`src/rtl/control.sv`:
```
// control: Moore instruction-sequencing FSM for the Simple RISC Machine datapath.
// Waits for a start pulse, decodes opcode/op, then walks the datapath through
// operand reads, the ALU step, status update and register write-back.
// Outputs are registered: each edge loads the strobe pattern of the state being
// entered, so every output is a pure function of present_state.
`timescale 1ns/1ps
module control (
    input  logic       clk,
    input  logic       reset,
    input  logic       s,
    input  logic [2:0] opcode,
    input  logic [1:0] op,
    output logic [1:0] vsel,
    output logic       write,
    output logic       loada,
    output logic       loadb,
    output logic       asel,
    output logic       bsel,
    output logic       loadc,
    output logic       loads,
    output logic [2:0] nsel,
    output logic       w
);

    typedef enum logic [4:0] {
        st_wait         = 5'd0,
        st_decode       = 5'd1,
        st_getb         = 5'd2,
        st_geta         = 5'd3,
        st_and_add      = 5'd4,
        st_mvn_mov      = 5'd5,
        st_getstatus    = 5'd6,
        st_result_to_rd = 5'd7,
        st_movim_to_rn  = 5'd8
    } state_t;

    typedef struct packed {
        logic [1:0] vsel;
        logic       write;
        logic       loada;
        logic       loadb;
        logic       asel;
        logic       bsel;
        logic       loadc;
        logic       loads;
        logic [2:0] nsel;
        logic       w;
    } ctrl_t;

    localparam logic [2:0] OPC_MOVE = 3'b110;
    localparam logic [2:0] OPC_ALU  = 3'b101;

    localparam logic [1:0] OP_ADD   = 2'b00;
    localparam logic [1:0] OP_CMP   = 2'b01;
    localparam logic [1:0] OP_AND   = 2'b10;
    localparam logic [1:0] OP_MVN   = 2'b11;
    localparam logic [1:0] OP_MOVR  = 2'b00;
    localparam logic [1:0] OP_MOVI  = 2'b10;

    localparam logic [2:0] NSEL_NONE = 3'b000;
    localparam logic [2:0] NSEL_RN   = 3'b100;
    localparam logic [2:0] NSEL_RD   = 3'b010;
    localparam logic [2:0] NSEL_RM   = 3'b001;

    localparam logic [1:0] VSEL_C     = 2'b00;
    localparam logic [1:0] VSEL_IMM8  = 2'b10;

    state_t present_state;
    state_t next_state;
    ctrl_t  ctrl;

    // Strobe pattern asserted while sitting in a given state; anything not set is 0.
    function automatic ctrl_t ctrl_of(input state_t st);
        ctrl_t c;
        c = '0;
        case (st)
            st_wait: begin
                c.w = 1'b1;
            end
            st_geta: begin
                c.nsel  = NSEL_RN;
                c.loada = 1'b1;
            end
            st_getb: begin
                c.nsel  = NSEL_RM;
                c.loadb = 1'b1;
            end
            st_and_add: begin
                c.asel  = 1'b0;
                c.bsel  = 1'b0;
                c.loadc = 1'b1;
            end
            st_mvn_mov: begin
                // MOV Rd,Rm and MVN pass B through the ALU with A forced to zero
                c.asel  = 1'b1;
                c.bsel  = 1'b0;
                c.loadc = 1'b1;
            end
            st_getstatus: begin
                c.asel  = 1'b0;
                c.bsel  = 1'b0;
                c.loads = 1'b1;
            end
            st_result_to_rd: begin
                c.nsel  = NSEL_RD;
                c.vsel  = VSEL_C;
                c.write = 1'b1;
            end
            st_movim_to_rn: begin
                c.nsel  = NSEL_RN;
                c.vsel  = VSEL_IMM8;
                c.write = 1'b1;
            end
            default: begin
                c.nsel = NSEL_NONE;
            end
        endcase
        return c;
    endfunction

    // Next-state decode; opcode/op are held stable for the whole instruction.
    always_comb begin
        next_state = st_wait;
        case (present_state)
            st_wait: begin
                next_state = s ? st_decode : st_wait;
            end
            st_decode: begin
                if (opcode == OPC_MOVE && op == OP_MOVI)
                    next_state = st_movim_to_rn;
                else if (opcode == OPC_MOVE && op == OP_MOVR)
                    next_state = st_getb;
                else if (opcode == OPC_ALU && op == OP_MVN)
                    next_state = st_getb;
                else if (opcode == OPC_ALU)
                    next_state = st_geta;
                else
                    next_state = st_wait;
            end
            st_geta: begin
                next_state = st_getb;
            end
            st_getb: begin
                if (opcode == OPC_ALU && (op == OP_ADD || op == OP_AND))
                    next_state = st_and_add;
                else if (opcode == OPC_ALU && op == OP_CMP)
                    next_state = st_getstatus;
                else
                    next_state = st_mvn_mov;
            end
            st_and_add:      next_state = st_result_to_rd;
            st_mvn_mov:      next_state = st_result_to_rd;
            st_getstatus:    next_state = st_wait;
            st_result_to_rd: next_state = st_wait;
            st_movim_to_rn:  next_state = st_wait;
            default:         next_state = st_wait;
        endcase
    end

    // State register plus registered strobes for the state being entered;
    // reset aborts any instruction immediately, dropping a pending write.
    always_ff @(posedge clk or negedge reset) begin
        if (!reset) begin
            present_state <= st_wait;
            ctrl          <= ctrl_of(st_wait);
        end else begin
            present_state <= next_state;
            ctrl          <= ctrl_of(next_state);
        end
    end

    assign vsel  = ctrl.vsel;
    assign write = ctrl.write;
    assign loada = ctrl.loada;
    assign loadb = ctrl.loadb;
    assign asel  = ctrl.asel;
    assign bsel  = ctrl.bsel;
    assign loadc = ctrl.loadc;
    assign loads = ctrl.loads;
    assign nsel  = ctrl.nsel;
    assign w     = ctrl.w;

endmodule

```
`config.mk`:
```
export PLATFORM = sky130hd
export DESIGN_NAME = control
export DESIGN_NICKNAME = d
export VERILOG_FILES = /design/src/rtl/control.sv
export SDC_FILE = /design/constraint.sdc
export NUM_CORES = 1
export LEC_CHECK = 0
export ABC_AREA = 1
export CORE_MARGIN = 8
export CORE_UTILIZATION = 47
export DETAILED_ROUTE_END_ITERATION = 6
export PLACE_DENSITY = 0.8
export SLEW_MARGIN = 30
export SYNTH_ARGS = -nofsm -noshare
export SYNTH_HDL_FRONTEND = slang
export SYNTH_SLANG_ARGS = --single-unit
```
`constraint.sdc`:
```
create_clock -name clk -period 2.7 [get_ports clk]
set_clock_uncertainty 0.05 [all_clocks]
set_input_delay 0.675 -clock clk [delete_from_list [all_inputs] [get_ports clk]]
set_output_delay 0.675 -clock clk [all_outputs]
set_load 0.005 [all_outputs]
```
Word level (Yosys, flattened, before mapping)
Cells that the tools add are included.
{"block": "word_totals", "word_cells": 56, "output_inout_bits": 13, "in_bits": 8, "reg_bits": 18}
{"block": "op_classes", "muxes": 16, "n_eq_ne": 17, "n_reduce_logical": 12}
{"cell": "5-bit by 3-bit == test with 1-bit output, second input constant", "count": 6}
{"cell": "5-bit by 2-bit == test with 1-bit output, second input constant", "count": 4}
{"cell": "4-bit one-hot mux with 5 select lines", "count": 1}
{"cell": "2-bit two-way mux", "count": 6}
{"cell": "5-bit zero test", "count": 2}
{"cell": "3-bit one-hot mux with 3 select lines", "count": 1}
{"cell": "3-bit == test, second input constant", "count": 2}
{"cell": "1-bit two-way mux", "count": 6}
{"cell": "3-bit one-hot mux with 2 select lines", "count": 1}
{"cell": "2-bit OR reduction", "count": 3}
{"cell": "5-bit by 1-bit == test with 1-bit output, second input constant", "count": 1}
{"cell": "5-bit by 4-bit == test with 1-bit output, second input constant", "count": 1}
{"cell": "1-bit logical AND", "count": 5}
{"cell": "2-bit == test, second input constant", "count": 2}
{"cell": "4-bit two-way mux", "count": 1}
{"cell": "2-bit by 1-bit == test with 1-bit output, second input constant", "count": 1}
{"cell": "2-bit zero test", "count": 1}
{"cell": "1-bit logical OR", "count": 1}

Depth between registers and ports, before layout
{"block": "depth", "depth_word": 9, "ltp_mapped": 9, "mapped_depth_nobuf": 9}

Worst setup path after synthesis
Ideal clock, no wire load.
{"block": "synth_timing", "path_kind": "input to register", "startpoint": "input port opcode[1]", "endpoint": "register ctrl, in the netlist loadb", "path_slack_ns": 1.370, "stages": 8, "t_arrival_ns": 1.162, "n_path_buf": 0, "setup_time_ns": 0.117, "cell_sequence": "inv_1 > nand3_1 > nor2_1 > nand2_2 > nand3_2 > inv_2 > nand2_2 > nor2_1"}
{"block": "synth_via", "elab_chain_len": 8}
{"item": "start, declared", "line": "11", "source": "input logic [2:0] opcode,"}
{"item": "3-bit == test"}
{"item": "2-bit two-way mux / 1-bit logical AND (equally long branches)", "line": "135, 133"}
{"item": "2-bit two-way mux", "line": "133", "source": "else if (opcode == OPC_ALU && op == OP_MVN)"}
{"item": "2-bit two-way mux", "line": "131", "source": "else if (opcode == OPC_MOVE && op == OP_MOVR)"}
{"item": "4-bit two-way mux", "line": "129", "source": "if (opcode == OPC_MOVE && op == OP_MOVI)"}
{"item": "4-bit one-hot mux with 5 select lines (*)", "line": "124", "source": "case (present_state)"}
{"item": "net next_state[0]", "line": "69", "source": "state_t next_state;"}
{"item": "5-bit by 2-bit == test with 1-bit output (*)", "line": "76", "source": "case (st)"}
{"item": "1-bit two-way mux (*)", "line": "76"}
{"item": "end signal, assigned", "line": "165", "source": "ctrl <= ctrl_of(st_wait);"}
{"item": "end signal, assigned", "line": "168", "source": "ctrl <= ctrl_of(next_state);"}
{"item": "end, declared", "line": "70", "source": "ctrl_t ctrl;"}
Mark *: on every way through the listed nets, which the timed path passes. The rest lies on a longest branch.

Worst setup path after layout
{"block": "layout_timing", "startpoint": "register ctrl, in the netlist w", "endpoint": "output port w"}
{"item": "end, declared", "line": "22", "source": "output logic w"}
No word-level cell between the ends.

==> results.toml <==
[worst_setup_path]
crit_fanout = 1
path_cells = "clkdlybuf4s50_1"
required_ps = 1980
start_kind = "flop"
cp.arrival_ps = 1290
cp-end-kind = "output port"
cp_num_buf_inv = 1
worstSetupPathType = "reg2out"
r2r-end = "loadb"
critPathTopFamily = "flip-flops"
cp_slowest_cell = "dfstp_2"
ff2ff_path_depth = 6
r2r-start = "present_state[1]"
slowest_delay_ps = 530
ff2ff_setup_slack_ps = 1450

[sta]
hold_slack_ps = 552
relSlewSlack = 0.582
drv_slew = 0
setup_tns_ps = 0
timing.final.crit_period_ps = 2010
hold_violations = 0
tightest_slew_ps = 626
max_freq_mhz = 497
timing.final.crit_share = 0.745
setup_ws_ps = 688
setup_viol = 0
rsz0062_at_grt = "false"

[drt]
wl_met3_um = 94
wl_met1_um = 507
drt_iter0_drc = 7
drcViolationCount = 0
avgViaCountPerCell = 4.31
routed.top_layer = "met3"
wl_met2_um = 632
wl_per_cell_um = 10.8
routed-via-count = 491
drt-total-wl_um = 1230
drt-pass1-iter-count = 4
ant_nets = 0

[clock_tree]
cts_buffers = 3
postCtsSetupBuffers = 0
cts-htree-levels = 1
hold_buffers = 0
clk_pin_slew_worst_paths_ps = 80
cts_sinks = 15
cts.path.max_buffers = 2
tritoncts = "done"
ctsRootBufferMaster = "clkbuf_4"
worstSkewPairLatency_ps = 270
cts_resized = 0

[final_layout]
fill_cells = 117
final_layout_size_suffix_gt1_frac = 0.245
layout_commonest_cell = "clkdlybuf4s50_1"
final_nets = 107
diodes = 0
layout_common_cells = "18 x clkdlybuf4s50_1, 14 x dfrtp_1, 12 x inv_1, 12 x nor2_1, 10 x nand2_1"
utilization = 0.630
fin_cells = 114
area_growth_pct = 31.2
finalInstanceArea_um2 = 905

[job]
cap_violations = 0

[yosys]
syn_area_per_cell_um2 = 8.95
netlist_instances = 77
synth.distinct_cells = 17
ys_ff_latch = 15
syn_area_um2 = 689
yosysWarnings = 0
ys_seq_area_frac = 0.546

[placed_design]
post-place-ws_ps = 711
io_buffers = 18
gp_congestion = 0.917
place_hpwl_um = 1030
place_area_um2 = 878
placed_cells = 110

[die]
die_area_um2 = 2950
num_rows = 14
core_area_um2 = 1440
die_y_um = 54.3
initial_utilization = 0.480
ios = 21
die_w_um = 54.3

[power]
leakage_nw = 0.493
peakVddDrop_v = 0.000466
fin_total_pwr_mw = 0.801
power-per-cell-area_nw_per_um2 = 886

[hold_path]
min_delay_worst_endpoint = "nsel[1]"
hold_class = "reg2reg"
hold_path_depth = 2
hp-start = "present_state[2]"

[grt]
grt_pass1_wl_um = 1990
antenna_found_initial = 0
grt_max_degree = 16
grt.total_usage = 0.0915
first_global_vias = 464
globalRouteOverflowTotal = 0

[outcome]
status = "finished clean"
==> worst max path at each step <==
| stage | cells after the start | from | endpoint |
|---|---|---|---|
| 2_1_floorplan | 8 | opcode[1] | loadb |
| 3_3_place_gp | 6 | opcode[1] | loadb |
| 3_5_place_dp | 6 | opcode[1] | loadb |
| 4_1_cts | 1 | w | w |
| 5_1_grt | 1 | w | w |
| 6_report | 1 | w | w |
==> sequential cells by signal, indices dropped and copies added (netlist names) <==
signal,cells
write,1
loads,1
loada,1
vsel,1
present_state,4
asel,1
w,1
loadb,1
nsel,3
loadc,1
==> cell families (layout without fill, tap and decap cells) <==
kind of cell / count (synthesis) / count (layout) / synth area share
AO/OA/AOI/OAI: 1 / 1 / 0.00725
buffers and inverters: 19 / 39 / 0.114
flip-flops: 15 / 15 / 0.546
other: 1 / 2 / 0.00544
AND/OR/NAND/NOR: 41 / 41 / 0.327
==> layer usage <==
metal / vias to the layer above / GRT usage
met3: 0 / 0.0408
li1: 261 / -
met4: 0 / 0.0246
met2: 16 / 0.160
met1: 214 / 0.0978
met5: - / 0
==> power breakdown <==
part | switching (mW) | leakage [nW] | internal, mW
Sequential | 0.0325 | 0.198 | 0.293
Clock | 0.0623 | 0.0150 | 0.0572
Combinational | 0.190 | 0.280 | 0.167
Total | 0.284 | 0.493 | 0.517
==> final cells by class <==
class | instances | area (um^2) | share of cell area
Multi-Input combinational cell | 44 | 238 | 0.263
Tap cell | 16 | 20.0 | 0.0221
Timing Repair Buffer | 18 | 180 | 0.199
Inverter | 17 | 63.8 | 0.0705
Clock buffer | 4 | 26.3 | 0.0290
Sequential cell | 15 | 377 | 0.416
==> cell usage after synthesis <==
cell      instances  share of area
buf_4             2          0.022
clkinv_1          1         0.0054
conb_1            1         0.0054
dfrtp_1          14           0.51
dfstp_2           1          0.038
inv_1            12          0.065
inv_2             4          0.022
nand2_1          10          0.054
nand2_2           8          0.073
nand2_4           3          0.049
nand3_1           3          0.022
nand3_2           1          0.015
nor2_1           12          0.065
nor2_2            2          0.018
nor2_4            1          0.016
nor3_2            1          0.015
o21ai_0           1         0.0073
Note: power is estimated with default switching activity, not from simulation.
